===== src/rtl/branch_ctrl.sv =====
// Branch/jump resolution controller: evaluates branch conditions, forms targets,
// emits link data, fetch redirects and misalignment exceptions, and keeps taken statistics.
module branch_ctrl #(
  parameter int CNT_WIDTH = 16
) (
  input  logic                 clk,
  input  logic                 rst,
  input  logic                 req_valid,
  output logic                 req_ready,
  input  logic [1:0]           req_kind,
  input  logic [2:0]           req_funct3,
  input  logic [31:0]          req_pc,
  input  logic [31:0]          req_rs1,
  input  logic [31:0]          req_rs2,
  input  logic [31:0]          req_imm,
  output logic                 redir_valid,
  input  logic                 redir_ready,
  output logic [31:0]          redir_pc,
  output logic                 link_valid,
  output logic [31:0]          link_data,
  output logic                 misalign_exc,
  output logic                 done,
  input  logic                 kill,
  output logic [CNT_WIDTH-1:0] taken_cnt,
  output logic [CNT_WIDTH-1:0] ntaken_cnt
);

  localparam logic [1:0] IDLE     = 2'd0;
  localparam logic [1:0] EVAL     = 2'd1;
  localparam logic [1:0] REDIRECT = 2'd2;
  localparam logic [1:0] EXC      = 2'd3;

  logic [1:0]  state;
  logic [1:0]  kind_p0;
  logic [31:0] pc_p0;
  logic [31:0] rs1_p0;
  logic [31:0] imm_p0;
  logic        taken_p0;
  logic        accept;
  logic        acc_taken;
  logic        acc_link;
  logic [31:0] target_p1;
  logic        misal_p1;

  function automatic logic cond_taken(input logic [1:0] kind, input logic [2:0] funct3,
                                      input logic [31:0] rs1, input logic [31:0] rs2);
    logic t;
    t = 1'b0;
    case (kind)
      2'd0: begin
        case (funct3)
          3'd0:    t = (rs1 == rs2);
          3'd1:    t = (rs1 != rs2);
          3'd4:    t = ($signed(rs1) <  $signed(rs2));
          3'd5:    t = ($signed(rs1) >= $signed(rs2));
          3'd6:    t = (rs1 <  rs2);
          3'd7:    t = (rs1 >= rs2);
          default: t = 1'b0;
        endcase
      end
      2'd1, 2'd2: t = 1'b1;
      default:    t = 1'b0;
    endcase
    return t;
  endfunction

  function automatic logic [CNT_WIDTH-1:0] sat_inc(input logic [CNT_WIDTH-1:0] v);
    return (&v) ? v : v + 1'b1;
  endfunction

  assign req_ready = (state == IDLE);
  assign accept    = req_valid && (state == IDLE) && !kill;
  // The condition is resolved as the request is captured so a not-taken done can be
  // presented from a register during the single EVAL cycle.
  assign acc_taken = cond_taken(req_kind, req_funct3, req_rs1, req_rs2);
  assign acc_link  = (req_kind == 2'd1) || (req_kind == 2'd2);

  assign target_p1 = (kind_p0 == 2'd2) ? ((rs1_p0 + imm_p0) & 32'hFFFF_FFFE)
                                       : (pc_p0 + imm_p0);
  assign misal_p1  = |target_p1[1:0];

  // Stage p0: request capture
  always_ff @(posedge clk) begin
    if (accept) begin
      kind_p0  <= req_kind;
      pc_p0    <= req_pc;
      rs1_p0   <= req_rs1;
      imm_p0   <= req_imm;
      taken_p0 <= acc_taken;
    end
  end

  // Stage p1: control FSM and registered outputs
  always_ff @(posedge clk or posedge rst) begin
    if (rst) begin
      state        <= IDLE;
      redir_valid  <= 1'b0;
      redir_pc     <= '0;
      link_valid   <= 1'b0;
      link_data    <= '0;
      misalign_exc <= 1'b0;
      done         <= 1'b0;
      taken_cnt    <= '0;
      ntaken_cnt   <= '0;
    end else begin
      link_valid   <= 1'b0;
      misalign_exc <= 1'b0;
      done         <= 1'b0;
      if (kill) begin
        state       <= IDLE;
        redir_valid <= 1'b0;
      end else begin
        case (state)
          IDLE: begin
            if (req_valid) begin
              state      <= EVAL;
              done       <= !acc_taken;
              link_valid <= acc_link;
              link_data  <= req_pc + 32'd4;
            end
          end
          EVAL: begin
            if (kind_p0 == 2'd0) begin
              if (taken_p0) taken_cnt  <= sat_inc(taken_cnt);
              else          ntaken_cnt <= sat_inc(ntaken_cnt);
            end
            if (taken_p0 && misal_p1) begin
              state        <= EXC;
              misalign_exc <= 1'b1;
              done         <= 1'b1;
            end else if (taken_p0) begin
              state       <= REDIRECT;
              redir_valid <= 1'b1;
              redir_pc    <= target_p1;
            end else begin
              state <= IDLE;
            end
          end
          REDIRECT: begin
            if (redir_ready) begin
              state       <= IDLE;
              redir_valid <= 1'b0;
              done        <= 1'b1;
            end
          end
          default: state <= IDLE;
        endcase
      end
    end
  end

endmodule

===== config.mk =====
export PLATFORM = sky130hd
export DESIGN_NAME = branch_ctrl
export DESIGN_NICKNAME = d
export VERILOG_FILES = /design/src/rtl/branch_ctrl.sv
export SDC_FILE = /design/constraint.sdc
export NUM_CORES = 1
export LEC_CHECK = 0
export CAP_MARGIN = 25
export CELL_PAD_IN_SITES_DETAIL_PLACEMENT = 1
export CELL_PAD_IN_SITES_GLOBAL_PLACEMENT = 2
export CORE_ASPECT_RATIO = 0.9
export CORE_UTILIZATION = 33
export DETAILED_ROUTE_END_ITERATION = 10
export GPL_TIMING_DRIVEN = 1
export HOLD_SLACK_MARGIN = 0.06
export PLACE_DENSITY = 0.84
export SETUP_SLACK_MARGIN = 0.2
export SYNTH_ARGS = -nofsm -noshare
export SYNTH_HDL_FRONTEND = slang
export SYNTH_SLANG_ARGS = --single-unit

===== constraint.sdc =====
create_clock -name clk -period 5.85 [get_ports clk]
set_input_delay 1.4625 -clock clk [delete_from_list [all_inputs] [get_ports clk]]
set_output_delay 1.4625 -clock clk [all_outputs]
set_load 0.01 [all_outputs]

# Yosys cells after proc, flatten, opt, wreduce, memory -nomap -nowiden

Index checks and enable logic that the tools add are counted.

Output and inout port bits: 101
Bits in registers: 201
Input port bits: 138

$add $sub $neg: 5
Order comparisons: 4
Multiplexer cells: 24
Reduce and logical (&&, ||, !) cells: 21
Bitwise operators: 5
Eq/ne operators: 16

Operators with widths:

| kind                                                                   | count |
|---|---|
| 32-bit adder                                                           | 2 |
| 32-bit >= comparator                                                   | 2 |
| 32-bit less-than comparator                                            | 2 |
| 16-bit by 1-bit adder with 16-bit output (second input constant)       | 2 |
| 32-bit by 3-bit adder with 32-bit output (second input constant)       | 1 |
| 32-bit equality test                                                   | 1 |
| 32-bit two-way mux                                                     | 1 |
| 32-bit inequality test                                                 | 1 |
| 16-bit AND reduction                                                   | 2 |
| 1-bit two-way mux                                                      | 13 |
| 3-bit equality test (second input constant)                            | 4 |
| 2-bit two-way mux                                                      | 5 |
| 5-bit AND reduction                                                    | 2 |
| 3-bit inequality test (second input constant)                          | 3 |
| 4-bit AND reduction                                                    | 2 |
| 2-bit equality test (second input constant)                            | 3 |
| 2-bit zero test                                                        | 3 |
| 1-bit case mux with 6 select lines                                     | 1 |
| 2-bit case mux with 3 select lines                                     | 1 |
| 1-bit inverter                                                         | 5 |
| 2-bit by 1-bit equality test with 1-bit output (second input constant) | 2 |
| 1-bit case mux with 2 select lines                                     | 2 |
| 2-bit OR reduction                                                     | 2 |
| 3-bit by 1-bit equality test with 1-bit output (second input constant) | 1 |
| 9 further kinds                                                        | 12 |

# Logic depth before layout (Yosys ltp)

Depth in word-level cells: 7
Mapped depth: 13

# Worst setup path after synthesis

Ideal clock, no wire load.

Kind: input -> register
Start: input kill
End: register imm_p0[0], enable pin
Cell stages on the path: 3
Data arrival time: 5.175 ns
Slack: 0.173 ns
Cell sequence: clkbuf_1 -> nor3_1 -> clkbuf_1

Longest elaborated chain between the ends: 2

Ends and longest elaborated chain:

| what                 | line | source |
|---|---|---|
| from (decl)          | 23   | `input logic kill,` |
| 1-bit zero test      | 72   | `assign accept = req_valid && (state == IDLE) && !kill;` |
| 1-bit logical AND    | 72   |  |
| net accept           | 39   | `logic accept;` |
| to (signal assigned) | 88   | `imm_p0 <= req_imm;` |
| to (decl)            | 37   | `logic [31:0] imm_p0;` |

The timed path passes the listed nets, and every way through them passes these cells.
A chain may end at the register's enable or synchronous reset.

# Worst setup path after layout

Start: input req_rs1[21]
End: register done

Longest elaborated chain between the ends: 7
Elaborated cells between the ends (all ways): 12
Those cells by class: order compare (4); eq/ne (2); mux (5); reduce/logical (1)

Ends and longest elaborated chain:

| what                                         | line | source |
|---|---|---|
| from (decl)                                  | 13   | `input logic [31:0] req_rs1,` |
| 32-bit >= comparator (tied with other cells) | 57   | `3'd7: t = (rs1 >= rs2);` |
| 1-bit case mux with 6 select lines (*)       | 51   | `case (funct3)` |
| 1-bit case mux with 2 select lines (*)       | 49   | `case (kind)` |
| net acc_taken                                | 40   | `logic acc_taken;` |
| 1-bit zero test (*)                          | 117  | `done <= !acc_taken;` |
| 1-bit two-way mux (*)                        | 115  | `if (req_valid) begin` |
| 1-bit case mux with 3 select lines (*)       | 113  | `case (state)` |
| 1-bit two-way mux (*)                        | 109  | `if (kill) begin` |
| to (signal assigned)                         | 117  |  |
| to (decl)                                    | 22   | `output logic done,` |

The timed path passes the listed nets; every way through them passes the cells marked *.

==> impl_metrics.csv <==
group,metric,value,unit
placement,post_dp_cell_area,14600,sq um
logic_synthesis,ys_warn_count,0,
global_routing,grt_first_pass_wirelength,58800,microns
timing,slew_headroom,33.8,%
clock_tree,cts_tree,"built",
clock_tree,cts_setup_buffers,0,
global_routing,grt_pass1_vias,9985,
critical_path,worstPathRequired,6.28,ns
clock_tree,clock_latency,0.54,ns
clock_tree,cts_htree_levels,1,
outcome,status,"completed",
logic_synthesis,ys_top_cells_by_area,"edfxtp_1, dfrtp_1, ha_1, xnor2_1, a21oi_1",
placement,pre_cts_ws,1.29,ns
critical_path,rr_worst_depth,10,
floorplanning,die_area,36100,sq um
logic_synthesis,synthCells,1133,
critical_path,worst-path-max-fanout,4,
clock_tree,ctsHoldBuffers,0,
placement,hpwl,30400,microns
logic_synthesis,yosys.area.top_type,"edfxtp_1",
routing,viasPerCell,5.12,
timing,drv_slew,0,
timing,finClkSkew,0.0114,ns
critical_path,worstSetupEndpointType,"flop",
final_layout,drive_above_1_share,5.15,%
routing,dr_total_vias,9552,
clock_tree,path_clk_slew,0.06,ns
clock_tree,cts_root_buffer,"clkbuf_16",
floorplanning,fp.dieW,200,microns
floorplanning,die_y,180,microns
routing,wl_per_cell,20.4,microns
hold_path,worstHoldStart,"redir_pc[16]",
clock_tree,clk_path_buf_depth,3,
flow_run,maxCapViolCount,0,
critical_path,r2r_start,"imm_p0[0]",
critical_path,crit_type,"input pin to flop",
timing,setup-tns-final,0,ns
global_routing,grt_util_met1,28.2,%
logic_synthesis,ys_ff_latch,201,
logic_synthesis,avgSynthCellArea,10.3,sq um
logic_synthesis,synth.distinct_cells,70,
placement,port_buffers,238,
floorplanning,io_pins,239,
hold_path,hp-class,"flop to flop",
floorplanning,initial_utilization,33.9,%
hold_path,min_path_cells,2,
critical_path,regToRegEndpoint,"redir_pc[22]",
final_layout,area_growth,32.6,%
clock_tree,cts_made_buffers,25,
timing,finalWorstSetupSlack,1.90,ns
logic_synthesis,asyncSetResetFlopFracSynth,50.7,%
global_routing,grt_util_met2,33.7,%
global_routing,grt_overflow_total,0,
final_layout,postLayoutCoreUtil,45.0,%
routing,dr.pass1.iters,4,
global_routing,antenna_found_initial,9,
timing,setup_viol_count_final,0,
global_routing,grt_max_degree,89,
floorplanning,rows,64,
critical_path,worst-r2r-setup-slack,2.44,ns
clock_tree,post_cts_resized,0,
final_layout,nets,1620,
final_layout,multi_input_area,5840,sq um
logic_synthesis,seq_area_frac_synth,47.4,%
timing,rsz0062_at_grt,"no",
placement,routabilityCongestion,0.866,
logic_synthesis,synth_edf_count,99,
timing,fin_crit,3.95,ns
logic_synthesis,synth.net_count,1371,
global_routing,grt.met3_usage,4.47,%
timing,finalHoldViolCount,0,
routing,antenna_left,0,
routing,drt_iter0_drc,493,
critical_path,worstSetupStartpointType,"input pin",
floorplanning,coreArea,34400,sq um
logic_synthesis,ys.flop_type,"dfrtp_1",
timing,period_share,67.5,%
critical_path,crit_arrival,4.37,ns
power,ir_drop,0.000196,V
final_layout,regArea,5530,sq um
logic_synthesis,synth_top_area_share,25.5,%
timing,tightest_slew,0.992,ns
logic_synthesis,synth_area,11700,sq um
global_routing,grt_usage,20.9,%
power,power_density,285,nW/um^2
final_layout,fin_area,15500,sq um
timing,fmax,253,MHz
routing,route.detailed.drc,0,
hold_path,min_to,"redir_pc[16]",
global_routing,busiest_layer,"met2",
routing,routed_wl,38100,microns
power,p_leak,6.39,nW
final_layout,num-fill-cells,3763,
clock_tree,clock-sinks,201,
==> cell usage in the layout, fill, tap and decap left out, drive strengths merged, types with 7 or more instances in the layout <==
master         Yosys  final
xnor2             59     59
clkbuf            20     27
dfrtp            102    102
nor2              92     92
a21oi            102    102
nand2             94     94
nor4               8      8
a21o              39     39
and2               8      8
or3                8      8
nor2b              8      8
buf                4      7
o21ai             53     53
nor3              19     19
nand3             35     35
o21a              11     11
inv               55     56
xor2              47     47
and3              19     19
ha                98     98
clkinv             0     13
edfxtp            99     99
a211oi             8      8
nand2b            13     13
o211ai             8      8
nand4             25     25
a31oi             15     15
clkdlybuf4s50      0    238
==> per-layer routing <==
metal  wire length, microns  vias to the layer above
li1                       -                     4645
met3                   1900                       50
met2                  17600                      178
met4                    742                        4
met1                  17800                     4675
met5                     22                        -
==> sequential cells by signal (all words and copies together), names as in the netlist, 2 cells and up <==
register    cells
imm_p0         32
kind_p0         2
link_data      32
ntaken_cnt     16
pc_p0          32
redir_pc       32
rs1_p0         32
state           2
taken_cnt      16
==> critical path, cell delays in order <==
cell	delay (ns)
clkdlybuf4s50_1	0.47
ha_1	0.35
a21o_1	0.18
a21o_1	0.17
a21oi_1	0.19
nor3b_1	0.09
a2111oi_2	0.44
o22ai_1	0.22
a211o_1	0.26
a211o_1	0.26
a31oi_2	0.19
o21ai_1	0.08
==> logic make-up after synthesis <==
family,Yosys count,synth area share [%]
mux,8,0.751
fa+ha+maj,100,10.9
compound gates,291,16.0
xor+xnor,106,7.96
buf+inv,79,2.64
simple gates,348,14.4
flops,201,47.4
==> metrics by stage <==
| stage | hold slack, ns | cells | total power, mW |
|---|---|---|---|
| after floorplan | 0.499 | 1133 | 2.29 |
| after global placement | 0.462 | 1816 | 2.83 |
| after detailed placement | 0.473 | 1816 | 2.86 |
| after CTS | 0.486 | 1860 | 4.46 |
| after global routing | 0.514 | 1866 | 4.62 |
| final | 0.476 | 1867 | 4.41 |
==> cell usage after synthesis (14+ instances only) <==
| library cell | n |
|---|---|
| dfrtp_1 | 102 |
| a21oi_1 | 101 |
| edfxtp_1 | 99 |
| ha_1 | 98 |
| nand2_1 | 94 |
| nor2_1 | 92 |
| xnor2_1 | 59 |
| inv_1 | 55 |
| o21ai_0 | 48 |
| xor2_1 | 47 |
| a21o_1 | 39 |
| nand3_1 | 35 |
| nand4_1 | 25 |
| clkbuf_1 | 20 |
| and3_1 | 19 |
| nor3_1 | 19 |
| a31oi_1 | 14 |
==> layout make-up <==
type                       count  share of cell area, %
timing repair buffer         246                   15.9
antenna                        6                 0.0971
multi-input combinational    853                   37.8
clock buffer                  26                   4.07
sequential                   201                   35.7
clock inverter                18                   1.31
inverter                      55                   1.35
tap                          462                   3.74
==> report_power, final <==
part           internal, mW  switching [mW]
logic                 0.543           0.507
clock network         0.957           0.625
registers              1.66           0.114
==> worst max-delay path by stage <==
stage	end	from	depth (start not counted)
after floorplan	imm_p0[0]	kill	3
after global placement	done	req_rs2[25]	13
after detailed placement	done	req_rs1[21]	12
after CTS	done	req_rs1[21]	12
after global routing	done	req_rs2[21]	12
final	done	req_rs1[21]	12
Note: power is estimated with default switching activity, not from simulation.
